### src/rtl/pixel_byte_streamer_pkg.sv
// Shared definitions for the pixel byte streamer: FSM encoding, colour tags
// and default frame geometry.
package pixel_byte_streamer_pkg;

    typedef enum logic [1:0] {
        IDLE   = 2'd0,
        STREAM = 2'd1,
        DONE   = 2'd2
    } state_t;

    typedef enum logic [1:0] {
        SEL_R = 2'd0,
        SEL_G = 2'd1,
        SEL_B = 2'd2
    } sel_t;

    localparam int DEFAULT_N = 450;
    localparam int DEFAULT_M = 450;

    function automatic logic [1:0] next_sel(input logic [1:0] sel);
        return (sel == SEL_B) ? SEL_R : sel + 2'd1;
    endfunction

endpackage

### src/rtl/stream_skid_fifo.sv
// Two-entry skid buffer holding a data byte plus its colour tag.
module stream_skid_fifo (
    input  logic       clk,
    input  logic       rst_n,
    input  logic       flush,
    input  logic       push,
    input  logic [7:0] push_data,
    input  logic [1:0] push_tag,
    input  logic       pop,
    output logic [7:0] head_data,
    output logic [1:0] head_tag,
    output logic [1:0] count
);

    logic [9:0] mem [2];
    logic       wr_ptr;
    logic       rd_ptr;
    logic       do_push;
    logic       do_pop;

    assign do_pop  = pop && (count != 2'd0);
    // A push into a full buffer is accepted only when a pop frees a slot.
    assign do_push = push && ((count != 2'd2) || do_pop);

    always_ff @(posedge clk or negedge rst_n) begin
        if (!rst_n) begin
            count  <= 2'd0;
            wr_ptr <= 1'b0;
            rd_ptr <= 1'b0;
            for (int i = 0; i < 2; i++) mem[i] <= 10'd0;
        end else if (flush) begin
            count  <= 2'd0;
            wr_ptr <= 1'b0;
            rd_ptr <= 1'b0;
        end else begin
            if (do_push) begin
                mem[wr_ptr] <= {push_tag, push_data};
                wr_ptr      <= ~wr_ptr;
            end
            if (do_pop) rd_ptr <= ~rd_ptr;
            count <= count + {1'b0, do_push} - {1'b0, do_pop};
        end
    end

    assign {head_tag, head_data} = mem[rd_ptr];

endmodule

### src/rtl/pixel_byte_streamer.sv
// Streams an N x M RGB frame byte by byte from a synchronous-read memory
// to a consumer with valid/pause back-pressure.
module pixel_byte_streamer
    import pixel_byte_streamer_pkg::*;
#(
    parameter int N      = DEFAULT_N,
    parameter int M      = DEFAULT_M,
    parameter int ADDR_W = 20
) (
    input  logic              clk,
    input  logic              rst_n,
    input  logic              stream_en,
    input  logic              pause,
    output logic              mem_rd_en,
    output logic [ADDR_W-1:0] mem_addr,
    input  logic [7:0]        mem_rdata,
    output logic [7:0]        Dout,
    output logic              RWM_valid,
    output logic [1:0]        byte_sel,
    output logic              busy,
    output logic              stream_done
);

    // Consumer handshake: a byte moves on every rising edge where
    // RWM_valid=1 and pause=0; while paused the presented byte holds.
    localparam int              CW       = ADDR_W + 1;
    localparam int              TOTAL_I  = 3 * N * M;
    localparam logic [CW-1:0]   TOTAL    = CW'(TOTAL_I);
    localparam logic [CW-1:0]   LAST     = CW'(TOTAL_I - 1);

    state_t        state;
    logic          en_q;
    logic          seen_low;
    logic          inflight;
    logic [CW-1:0] issued;
    logic [CW-1:0] sent;
    logic [1:0]    rd_sel;
    logic [1:0]    tag_q;
    logic [1:0]    fifo_count;
    logic [1:0]    head_tag;
    logic [7:0]    head_data;
    logic          pop;
    logic          start;
    logic          abort;
    logic [2:0]    level;

    assign RWM_valid = (fifo_count != 2'd0);
    assign pop       = RWM_valid && !pause;
    // seen_low blocks a start when stream_en was already high across reset.
    assign start     = (state == IDLE) && stream_en && !en_q && seen_low;
    assign abort     = (state == STREAM) && !stream_en;
    assign level     = {1'b0, fifo_count} + {2'b0, inflight} - {2'b0, pop};
    assign mem_rd_en = (state == STREAM) && (issued < TOTAL) && (level < 3'd2);
    assign mem_addr  = issued[ADDR_W-1:0];
    assign Dout      = RWM_valid ? head_data : 8'h00;
    assign byte_sel  = RWM_valid ? head_tag : SEL_R;

    always_ff @(posedge clk or negedge rst_n) begin
        if (!rst_n) begin
            state       <= IDLE;
            en_q        <= 1'b0;
            seen_low    <= 1'b0;
            inflight    <= 1'b0;
            issued      <= '0;
            sent        <= '0;
            rd_sel      <= SEL_R;
            tag_q       <= SEL_R;
            busy        <= 1'b0;
            stream_done <= 1'b0;
        end else begin
            en_q     <= stream_en;
            seen_low <= seen_low | ~stream_en;
            inflight <= mem_rd_en & ~abort;
            if (mem_rd_en) begin
                issued <= issued + 1'b1;
                tag_q  <= rd_sel;
                rd_sel <= next_sel(rd_sel);
            end
            if (pop) sent <= sent + 1'b1;

            case (state)
                IDLE: begin
                    stream_done <= 1'b0;
                    if (start) begin
                        state    <= STREAM;
                        busy     <= 1'b1;
                        issued   <= '0;
                        sent     <= '0;
                        rd_sel   <= SEL_R;
                        inflight <= 1'b0;
                    end
                end
                STREAM: begin
                    if (!stream_en) begin
                        state <= IDLE;
                        busy  <= 1'b0;
                    end else if (pop && (sent == LAST)) begin
                        state       <= DONE;
                        stream_done <= 1'b1;
                    end
                end
                DONE: begin
                    state       <= IDLE;
                    busy        <= 1'b0;
                    stream_done <= 1'b0;
                end
                default: begin
                    state       <= IDLE;
                    busy        <= 1'b0;
                    stream_done <= 1'b0;
                end
            endcase
        end
    end

    stream_skid_fifo u_fifo (
        .clk       (clk),
        .rst_n     (rst_n),
        .flush     (start | abort),
        .push      (inflight),
        .push_data (mem_rdata),
        .push_tag  (tag_q),
        .pop       (pop),
        .head_data (head_data),
        .head_tag  (head_tag),
        .count     (fifo_count)
    );

endmodule

### config.mk
export PLATFORM = sky130hd
export DESIGN_NAME = pixel_byte_streamer
export DESIGN_NICKNAME = d
export VERILOG_FILES = /design/src/rtl/pixel_byte_streamer_pkg.sv /design/src/rtl/stream_skid_fifo.sv /design/src/rtl/pixel_byte_streamer.sv
export SDC_FILE = /design/constraint.sdc
export NUM_CORES = 1
export LEC_CHECK = 0
export ABC_AREA = 1
export ABC_CLOCK_PERIOD_IN_PS = 5260
export CELL_PAD_IN_SITES_DETAIL_PLACEMENT = 0
export CELL_PAD_IN_SITES_GLOBAL_PLACEMENT = 1
export CORE_MARGIN = 2
export CORE_UTILIZATION = 45
export DETAILED_ROUTE_END_ITERATION = 7
export PLACE_DENSITY = 0.88
export SYNTH_ARGS = -nofsm -noshare
export SYNTH_HDL_FRONTEND = slang
export SYNTH_SLANG_ARGS = --single-unit
### constraint.sdc
create_clock -name clk -period 5.26 [get_ports clk]
set_input_delay 1.052 -clock clk [delete_from_list [all_inputs] [get_ports clk]]
set_output_delay 1.052 -clock clk [all_outputs]
set_load 0.005 [all_outputs]
=== After elaboration in Yosys (flattened, before gate mapping) ===
Cells that the tools add are included.
W data, S select, Z words.

* Bits in writable memories: 0
* Bits in registers: 77
* Memory bits (read-only): 0
* Output and inout bits: 34
* Latch bits: 0
* Input port bits: 12
* Memories kept: 0

* Div/mod/pow operators: 0
* Bitwise logic cells: 10
* Shifts and indexed selects: 0
* Reductions and logical operators: 23
* Order comparisons: 5
* Add/sub/neg operators: 7
* Multiply operators: 0
* Multiplexer cells: 35
* Eq/ne operators: 9

{| class="wikitable"
|+ Operators by type and width
! operator !! number
|-
| $mux W21 || 6
|-
| $add A21 B1 Y21 const B || 2
|-
| $mux W10 || 4
|-
| $eq A21 B20 Y1 const B || 1
|-
| $lt A21 B20 Y1 const B || 1
|-
| $bwmux W20 || 1
|-
| $mux W2 || 9
|-
| $logic_and A1 B1 Y1 || 11
|-
| $mux W1 || 11
|-
| $demux W10 S1 || 1
|-
| $mux W8 || 1
|-
| $ne A2 B2 Y1 const B || 4
|-
| $reduce_and A2 Y1 || 4
|-
| $reduce_bool A2 Y1 || 3
|-
| $not A1 Y1 || 5
|-
| $ge A2 B2 Y1 const B || 2
|-
| $not A1 Y2 || 2
|-
| $pmux W2 S2 || 1
|-
| $add A2 B1 Y3 || 1
|-
| $logic_not A1 Y1 || 3
|-
| $lt A3 B2 Y1 const B || 1
|-
| $ne A3 B2 Y1 const B || 1
|-
| $sub A3 B1 Y3 || 1
|-
| $add A2 B1 Y2 || 1
|-
| 11 further kinds || 12
|}

=== Logic depth before layout (Yosys ltp) ===
Gate-level depths: netlist of run 1.

* Depth in word-level cells: 8
* Depth in mapped cells: 17
* Mapped depth without buffers: 17

=== Hierarchy ===
From an unflattened synthesis of run 1, not the netlist that was laid out.

* Cells, all modules: 674
* Area, all modules: 4,718.3 µm²

{| class="wikitable"
|+ Modules (own cells, without submodules)
! module !! sequential area each (µm²) !! times used !! cells each !! area each (µm²)
|-
| pixel_byte_streamer || 1,326.3 || 1 || 520 || 3,510.9
|-
| stream_skid_fifo || 600.6 || 1 || 154 || 1,207.4
|}

=== Worst setup path before layout of run 1 ===
Ideal clock, no wire load.

* Kind: input to output
* Start: input pause
* End: output mem_rd_en
* Arrival: 2.480 ns
* Stages: 8
* Path slack: 1.728 ns
* Buffers on the path: 1
* Required time: 4.208 ns
* Path through: nor2_4 ha_1 inv_1 nand2_1 fa_1 nand3_4 nor2_4 buf_6

* Cells in the longest elaborated chain, start to end: 5

{| class="wikitable"
|+ Ends and longest elaborated chain
! item !! line !! text
|-
| from (decl) || pixel_byte_streamer.sv:13 || <nowiki>input logic pause,</nowiki>
|-
| $logic_not A1 Y1 || pixel_byte_streamer.sv:48 || <nowiki>assign pop = RWM_valid && !pause;</nowiki>
|-
| $logic_and A1 B1 Y1 || pixel_byte_streamer.sv:48 ||
|-
| $sub A3 B1 Y3 || pixel_byte_streamer.sv:52 || <nowiki>assign level = {1'b0, fifo_count} + {2'b0, inflight} - {2'b0, pop};</nowiki>
|-
| $lt A3 B2 Y1 || pixel_byte_streamer.sv:53 || <nowiki>assign mem_rd_en = (state == STREAM) && (issued < TOTAL) && (level < 3'd2);</nowiki>
|-
| $logic_and A1 B1 Y1 || pixel_byte_streamer.sv:53 ||
|-
| to (decl) || pixel_byte_streamer.sv:14 || <nowiki>output logic mem_rd_en,</nowiki>
|}

No other way between the ends.

=== Final worst setup path of run 1 ===
Same ends and word-level chain as after synthesis.

==> metrics, run 1 <==
Crit Path Class in2out; Worst slew margin 34.68%; max-slew violations 0; Comb pwr share 30.3%; hold depth 1; routability cong. 0.8577; syn_nets 620; share of layout cells above drive strength 1 8.095%; fmax 210.0 MHz; top_reg_cell synth dfrtp_1; first-pass GRT wire length 16950 um; DR vias/cell 4.952; Yosys warning count 0; arrival time worst endpoint 3.71 ns; hold-fix buffers at CTS 0; Final Instance Count excl. Fillers 763; cell row count 36; synth top area cells dfrtp_1, nand2_1, inv_1; clk_lat worst skew 0.35 ns; R2R cell count 11; CTS tree built; run status finished clean; commonest non-fill, non-tap cells in the layout nand2_1, inv_1, nor2_1, dfrtp_1, clkdlybuf4s50_1; syn avg cell area 7.449 um2; Worst Clk Skew 0.008010 ns; worst vdd ir 0.1493 mV; P&R area growth vs syn 13.37%; Max Root-Sink Buffers 2; largest net degree at the start of global routing 78; antenna violations before repair 0; Tightest Hold Check Type reg2reg; switching pwr 0.6340 mW; commonest non-fill, non-tap cell in the layout nand2_1; Reg power frac 43.3%; final setup TNS 0 ns; setup slack at placement 0.5111 ns; Mapped Cells 603; DIE HEIGHT 103.9 um; starting density of the core 46.17%; vias in the first global route 3639; Syn Std Cell Area 4492 um2; Worst Tran Pin Value 0.9798 ns; die area 10800 um2; clk slew on worst S/H paths 0.08 ns; worst r2r dst issued[2]; drt first pass iters 4; WHS Endpoint seen_low; Core Util, Final 52.34%; HPWL after DPL 6906 um; Port Buf Inserts 45; htree depth 3; flop-to-flop setup slack 1.95 ns; initial DRC count 196; Sw Share 34.46%; Final WS setup 0.4988 ns; number of placed I/O pins 46; overall routing resource usage 19.01%; RSZ-0062 raised after global routing no; ANT cells 0; mean routed wirelength per cell 12.74 um; Cell variety after synth 38; fill cell total of the finished layout 986; peak fanout along the critical path 12; Post-CTS Setup Inserts 0; crit start category input pin; Clock Sinks 77; clock network power share 26.3%; Core Area 9729 um2; Routed WL 9720 um; worst r2r src u_fifo.count[1]; Layout Nets 643; CTS resizes 0; Final ANT Viol Nets 0; ys async rst share 100.0%; placed cells 748; total number of vias 3778; root buf cell clkbuf_8; Residual DRC 0; Seq/Total Area, Yosys 42.90%; GRT overflow 0; post-synthesis register bit count 77; setup violators final 0; endpoint type of the worst setup path output port; P_int 1.206 mW; area leader, netlist dfrtp_1; EDFF count, synth 0; Max Cap Violations 0; Yosys top cell area share 42.90%; die span in x 103.9 um; minimum clock period 4.761 ns; Worst Path Required 4.21 ns; Num CTS Buffers 9; pwr/cell area 361.3 nW/um2; fin crit share 90.52%; Leak 2.339 nW; hold path start seen_low; final hold vios 0
[area by class of cell]
| cell class | instances | area, um2 | area share (%) |
|---|---|---|---|
| timing repair buffer | 46 | 455.4 | 8.943 |
| clock inverter | 4 | 73.82 | 1.450 |
| tap | 133 | 166.4 | 3.268 |
| clock buffer | 11 | 131.4 | 2.580 |
| inverter | 84 | 315.3 | 6.192 |
| sequential | 77 | 1927 | 37.84 |
| multi-input combinational | 408 | 2023 | 39.73 |
[layer usage]
metal | global-route usage [%] | wire length [um]
met1 | 25.14 | 4490
met2 | 32.47 | 4785
met4 | 5.792 | 128
met5 | 0 | 0
met3 | 2.632 | 315
[flip-flops by register name, summed over array words and instances (netlist names)]
name and cells:
busy 1, en_q 1, inflight 1, issued 21, rd_sel 2, seen_low 1, sent 21, state 2
stream_done 1, tag_q 2, u_fifo.count 2, u_fifo.mem 20, u_fifo.rd_ptr 1, u_fifo.wr_ptr 1
[cells in the mapped netlist (7+ instances only)]
| master | n |
|---|---|
| nor3_1 | 10 |
| clkbuf_1 | 7 |
| nor2_1 | 79 |
| a21oi_1 | 34 |
| nand2_1 | 157 |
| buf_4 | 21 |
| o21ai_1 | 8 |
| dfrtp_1 | 77 |
| nand3_1 | 21 |
| nand4_1 | 15 |
| o21ai_0 | 33 |
| inv_1 | 80 |
[how the worst max path moves through the flow]
| stage | from | to | cells after the start |
|---|---|---|---|
| 2_1_floorplan | pause | mem_rd_en | 8 |
| 3_3_place_gp | pause | mem_rd_en | 9 |
| 3_5_place_dp | pause | mem_rd_en | 9 |
| 4_1_cts | pause | mem_rd_en | 9 |
| 5_1_grt | pause | mem_rd_en | 9 |
| 6_report | pause | mem_rd_en | 9 |
[cells by family (layout without fill, tap and decap cells)]
group | after synthesis | count (layout) | share of synthesized area, %
AO/OA/AOI/OAI | 80 | 80 | 9.387
AND/OR/NAND/NOR | 317 | 317 | 32.93
adder cells (fa/ha/maj) | 5 | 5 | 1.560
buffers and inverters | 118 | 145 | 12.06
XOR/XNOR | 6 | 6 | 1.170
flip-flops | 77 | 77 | 42.90
[power by group through the flow]
stage                     Sequential (mW)  Combinational, mW  Clock [mW]
after floorplan                     0.777              0.410           0
after global placement              0.803              0.546           0
after detailed placement            0.807              0.563           0
after CTS                           0.796              0.566       0.498
after global routing                0.813              0.635       0.520
final                               0.797              0.558       0.484
[critical path: stages]
cell and delay [ns]:
clkdlybuf4s50_1 0.48, nor2_4 0.26, ha_1 0.27, inv_1 0.07, nand2_1 0.07, fa_1 0.53, nand3_4 0.13, nor2_4 0.29
clkdlybuf4s50_1 0.56
[through the flow]
stage	cell area, um2	hold slack [ns]	total power [mW]
3_3_place_gp	4887	0.4669	1.349
3_5_place_dp	4887	0.4744	1.370
4_1_cts	5092	0.4936	1.860
5_1_grt	5092	0.5109	1.968
2_1_floorplan	4492	0.4529	1.187
6_report	5092	0.4912	1.840
(Power assumes the default switching activity.)
==> run 2, diff against run 1 <==
CORE_UTILIZATION = 47   (was 45)
CTS_BUF_LIST = sky130_fd_sc_hd__clkbuf_8   (was unset)
PLACE_DENSITY = unset   (was 0.88)
PLACE_DENSITY_LB_ADDON = 0.1   (was unset)
==> run 2 against run 1 <==
  * Wire length up 0.23%
  * Hold slack improved by 0.0016 ns
  * First-iteration DRC count is 6.1% higher
  * Clock-buffer cell count decreased by 2
  * Non-clock buffer count unchanged
  * Fmax increased by 0.14%
  * Die area shrank 4.1%
  * Flip-flop and latch count is the same
  * Sequential power hardly changed
  * Sequential share of layout area increased by 0.21 points
  * Final area fell by 0.56%
  * Clock power down 12%
  * Critical path type unchanged
==> metrics, run 2 (same netlist as run 1, synthesis figures left out) <==
R2R cell count 11; fin crit share 90.39%; share of layout cells above drive strength 1 8.558%; Reg power frac 44.6%; Critical Path End mem_rd_en; Crit Path Class in2out; Post-CTS Setup Inserts 0; root buf cell clkbuf_8; vias in the first global route 3537; CTS tree built; Layout Nets 643; hold-fix buffers at CTS 0; P_int 1.117 mW; most crowded layer after global routing met1; Core Util, Final 54.80%; Num CTS Buffers 9; GRT overflow 0; met1 Use GR 31.80%; crit start category input pin; die span in x 101.8 um; DIE HEIGHT 101.8 um; GR Util met3 2.553%; initial DRC count 208; Setup crit start pause; endpoint type of the worst setup path output port; Port Buf Inserts 45; Worst Tran Pin Value 0.9794 ns; Top Registers issued: 21 flops, sent: 21 flops, u_fifo.mem: 20 flops; clock network power share 23.9%; number of placed I/O pins 46; Final Power 1.783 mW; Fin Hold WS 0.4928 ns; minimum clock period 4.755 ns; P&R area growth vs syn 12.73%; worst r2r dst issued[2]; Clock Sinks 77; Leak 2.319 nW; commonest non-fill, non-tap cell in the layout nand2_1; ANT cells 0; peak fanout along the critical path 12; Sw Share 37.34%; mean routed wirelength per cell 12.82 um; worst vdd ir 0.1526 mV; global routing usage on met2 30.01%; clk slew on worst S/H paths 0.08 ns; htree depth 3; Core Area 9240 um2; commonest non-fill, non-tap cells in the layout nand2_1, inv_1, nor2_1, dfrtp_1, clkdlybuf4s50_1; Max Cap Violations 0; HPWL after DPL 6921 um; run status finished clean; Routed WL 9742 um; drt first pass iters 4; pwr/cell area 352.1 nW/um2; Residual DRC 0; Worst slew margin 34.70%; final hold vios 0; DR vias/cell 4.929; Final ANT Viol Nets 0; routability cong. 0.9674; Worst Path Required 4.21 ns; Final WS setup 0.5054 ns; clk_lat worst skew 0.35 ns; largest net degree at the start of global routing 78; flop-to-flop setup slack 1.95 ns; first-pass GRT wire length 16950 um; total number of vias 3746; switching pwr 0.6657 mW; setup slack at placement 0.5255 ns; fmax 210.3 MHz; RSZ-0062 raised after global routing no; max-slew violations 0; Max Root-Sink Buffers 2; Tightest Hold Check Type reg2reg; Worst Clk Skew 0.007984 ns; final setup TNS 0 ns; cell row count 35; setup violators final 0; Comb pwr share 31.5%; die area 10360 um2; arrival time worst endpoint 3.70 ns; antenna violations before repair 0; CTS resizes 0; overall routing resource usage 20.56%; starting density of the core 48.61%; worst r2r src u_fifo.count[1]
-- run 2: final cells by class --
cell class	count	area (um2)
fill	881	4177
multi-input combinational	408	2023
sequential	77	1927
timing repair buffer	46	455.4
inverter	84	315.3
tap	129	161.4
clock buffer	9	123.9
clock inverter	7	57.56
-- run 2: worst min-delay path by stage --
stage / start / end / slack (ns) / cells past startpoint
floorplan: u_fifo.mem[8] / u_fifo.mem[8] / 0.45 / 2
global placement: u_fifo.mem[5] / u_fifo.mem[5] / 0.47 / 2
detailed placement: u_fifo.mem[3] / u_fifo.mem[3] / 0.47 / 2
CTS: u_fifo.mem[17] / u_fifo.mem[17] / 0.50 / 2
global route: u_fifo.mem[1] / u_fifo.mem[1] / 0.52 / 2
finish: u_fifo.mem[9] / u_fifo.mem[9] / 0.49 / 2
-- run 2: through the flow --
| stage | instances | cell area [um2] |
|---|---|---|
| 2_1_floorplan | 603 | 4492 |
| 3_3_place_gp | 744 | 4882 |
| 3_5_place_dp | 744 | 4882 |
| 4_1_cts | 760 | 5064 |
| 5_1_grt | 760 | 5064 |
| 6_report | 760 | 5064 |
-- run 2: metal layers --
| layer | share of wire, % | routed length [um] | vias to the layer above |
|---|---|---|---|
| met5 | 0 | 0 | - |
| met4 | 1.0 | 99 | 0 |
| met3 | 3.7 | 365 | 11 |
| met2 | 43 | 4159 | 73 |
| met1 | 53 | 5117 | 1740 |
| li1 | - | - | 1922 |
-- run 2: power groups by stage --
stage	clock (mW)	sequential (mW)	combinational, mW
detailed placement	0	0.806	0.566
floorplan	0	0.777	0.410
finish	0.425	0.795	0.563
global placement	0	0.801	0.551
global route	0.459	0.813	0.642
CTS	0.437	0.795	0.570
-- run 2: critical path: stages --
cell and delay [ns]:
clkdlybuf4s50_1 0.48, nor2_4 0.24, ha_1 0.27, inv_1 0.07, nand2_1 0.07, fa_1 0.53
nand3_4 0.13, nor2_4 0.29, clkdlybuf4s50_1 0.56
==> RTL change (config.mk and constraints of run 2) <==
Encoding of `state_t`: now one-hot (3 bits for 3 states).
--- a/src/rtl/pixel_byte_streamer_pkg.sv
+++ b/src/rtl/pixel_byte_streamer_pkg.sv
@@ -3,8 +3,8 @@
 package pixel_byte_streamer_pkg;
 
-    typedef enum logic [1:0] {
-        IDLE   = 2'd0,
-        STREAM = 2'd1,
-        DONE   = 2'd2
+    typedef enum logic [2:0] {
+        IDLE   = 3'b001,
+        STREAM = 3'b010,
+        DONE   = 3'b100
     } state_t;
 
Formal check against the unedited RTL: no difference found for any inputs over 10 cycles, from zero or initial values and one cycle with rst_n low; not proved beyond that.
==> RTL change against run 2 <==
- cell area up 2.6%
- worst setup slack better by 0.052 ns
- synthesized cell count up 6.1%
- critical endpoint unchanged
- count of clock-buffer cells in the layout up 1
- routed wire length up 4.6%
- sequential cell count up 1
- synthesized area up 2.9%
- first-iteration DRC count down 19%
- die area up 2.8%
- critical path type unchanged
- total power up 6.9%
- maximum frequency up 1.1%
==> RTL change: results <==
metrics = {
    "outcome": {
        "status": "finished clean",
    },
    "detailed_routing": {
        "wl_met3_um": 356,
        "wl_met1_mm": 5.348,
        "drt_iter0_drc": 169,
    },
    "synth": {
        "synth-adder-area-share": 0.01516,
        "synth_compound_area_frac": 0.07226,
        "yosysUniqueCellTypes": 36,
        "syn-num-nets": 657,
        "synth-seq-area-share": 0.4225,
        "ys_top_cells_by_area": "dfrtp_1 (42%), nand2_1 (13%), nor2_1 (8.3%)",
        "synth-xor-area-share": 0.01326,
    },
    "min_path": {
        "hold-path-cell-count": 1,
    },
    "finish": {
        "final_nets": 679,
        "stdcell_area_um2": 5195,
        "fillers": 1009,
    },
    "grt": {
        "grt.total_usage": 0.2056,
        "grt_pass1_vias": 3610,
        "grt_max_degree": 79,
        "use_met1": 0.3037,
        "gr-usage-met3": 0.02688,
        "grt_pass1_wl_mm": 17.13,
        "met2_usage": 0.3102,
    },
    "sta": {
        "fin_worst_skew_ns": 0.006348,
        "max_slew_margin": 0.2554,
    },
    "place": {
        "gp_congestion": 0.8475,
        "place_area_um2": 5020,
    },
    "worst_setup_path": {
        "rr_worst_depth": 16,
        "cp_max_fo": 10,
        "slowest_stage": "fa_1",
        "crit_path_max_incr_delay_ns": 0.52,
        "arrival_ns": 3.65,
    },
    "power_and_ir_drop": {
        "p_leak_nw": 2.442,
        "vdd_drop_max_v": 0.0001445,
    },
}
## RTL change: cell types whose count changed after synthesis, sizes merged, moves of 3 or more
cell,before,now
o21ai,42,34
nand3,25,41
a21oi,35,26
inv,83,89
nor2,91,113
nand4,16,22
nand2,166,163
## RTL change: final cells by class
| cell class | instances | area share |
|---|---|---|
| multi-input combinational | 438 | 0.4063 |
| sequential | 78 | 0.3760 |
| timing repair buffer | 46 | 0.08767 |
| inverter | 89 | 0.06431 |
| tap | 133 | 0.03203 |
| clock buffer | 10 | 0.02649 |
| clock inverter | 6 | 0.007225 |
## RTL change: path summary, 6_finish.rpt
| path | start | end | slack (ns) |
|---|---|---|---|
| min | seen_low$_DFF_PN0_ | seen_low$_DFF_PN0_ | 0.48 |
| max in group asynchronous | rst_n | issued[16]$_DFF_PN0_ | 3.79 |
| max | pause | mem_rd_en | 0.56 |
| min reg2reg | seen_low$_DFF_PN0_ | seen_low$_DFF_PN0_ | 0.48 |
| min in group asynchronous | rst_n | u_fifo.mem[6]$_DFFE_PN0P_ | 0.85 |
| max reg2reg | u_fifo.count[1]$_DFF_PN0_ | issued[16]$_DFF_PN0_ | 2.28 |
## RTL change: power breakdown
group | switching, mW | internal (mW)
sequential | 0.111 | 0.725
clock | 0.234 | 0.182
combinational | 0.373 | 0.281
total | 0.718 | 1.19
## RTL change: kinds of logic (layout without fill, tap and decap cells)
kind of cell               Yosys count  in the layout
and+or+nand+nor                    361            361
buffers and inverters              124            151
DFF                                 78             78
AOI/OAI and AO/OA                   65             65
xor gates and xnor gates             7              7
adders and majority gates            5              5
## RTL change: critical path, delay by kind of cell
| kind | cells | cell delay [ns] |
|---|---|---|
| fa+ha+maj | 2 | 0.80 |
| buf+inv | 3 | 1.08 |
| simple gates | 4 | 0.71 |
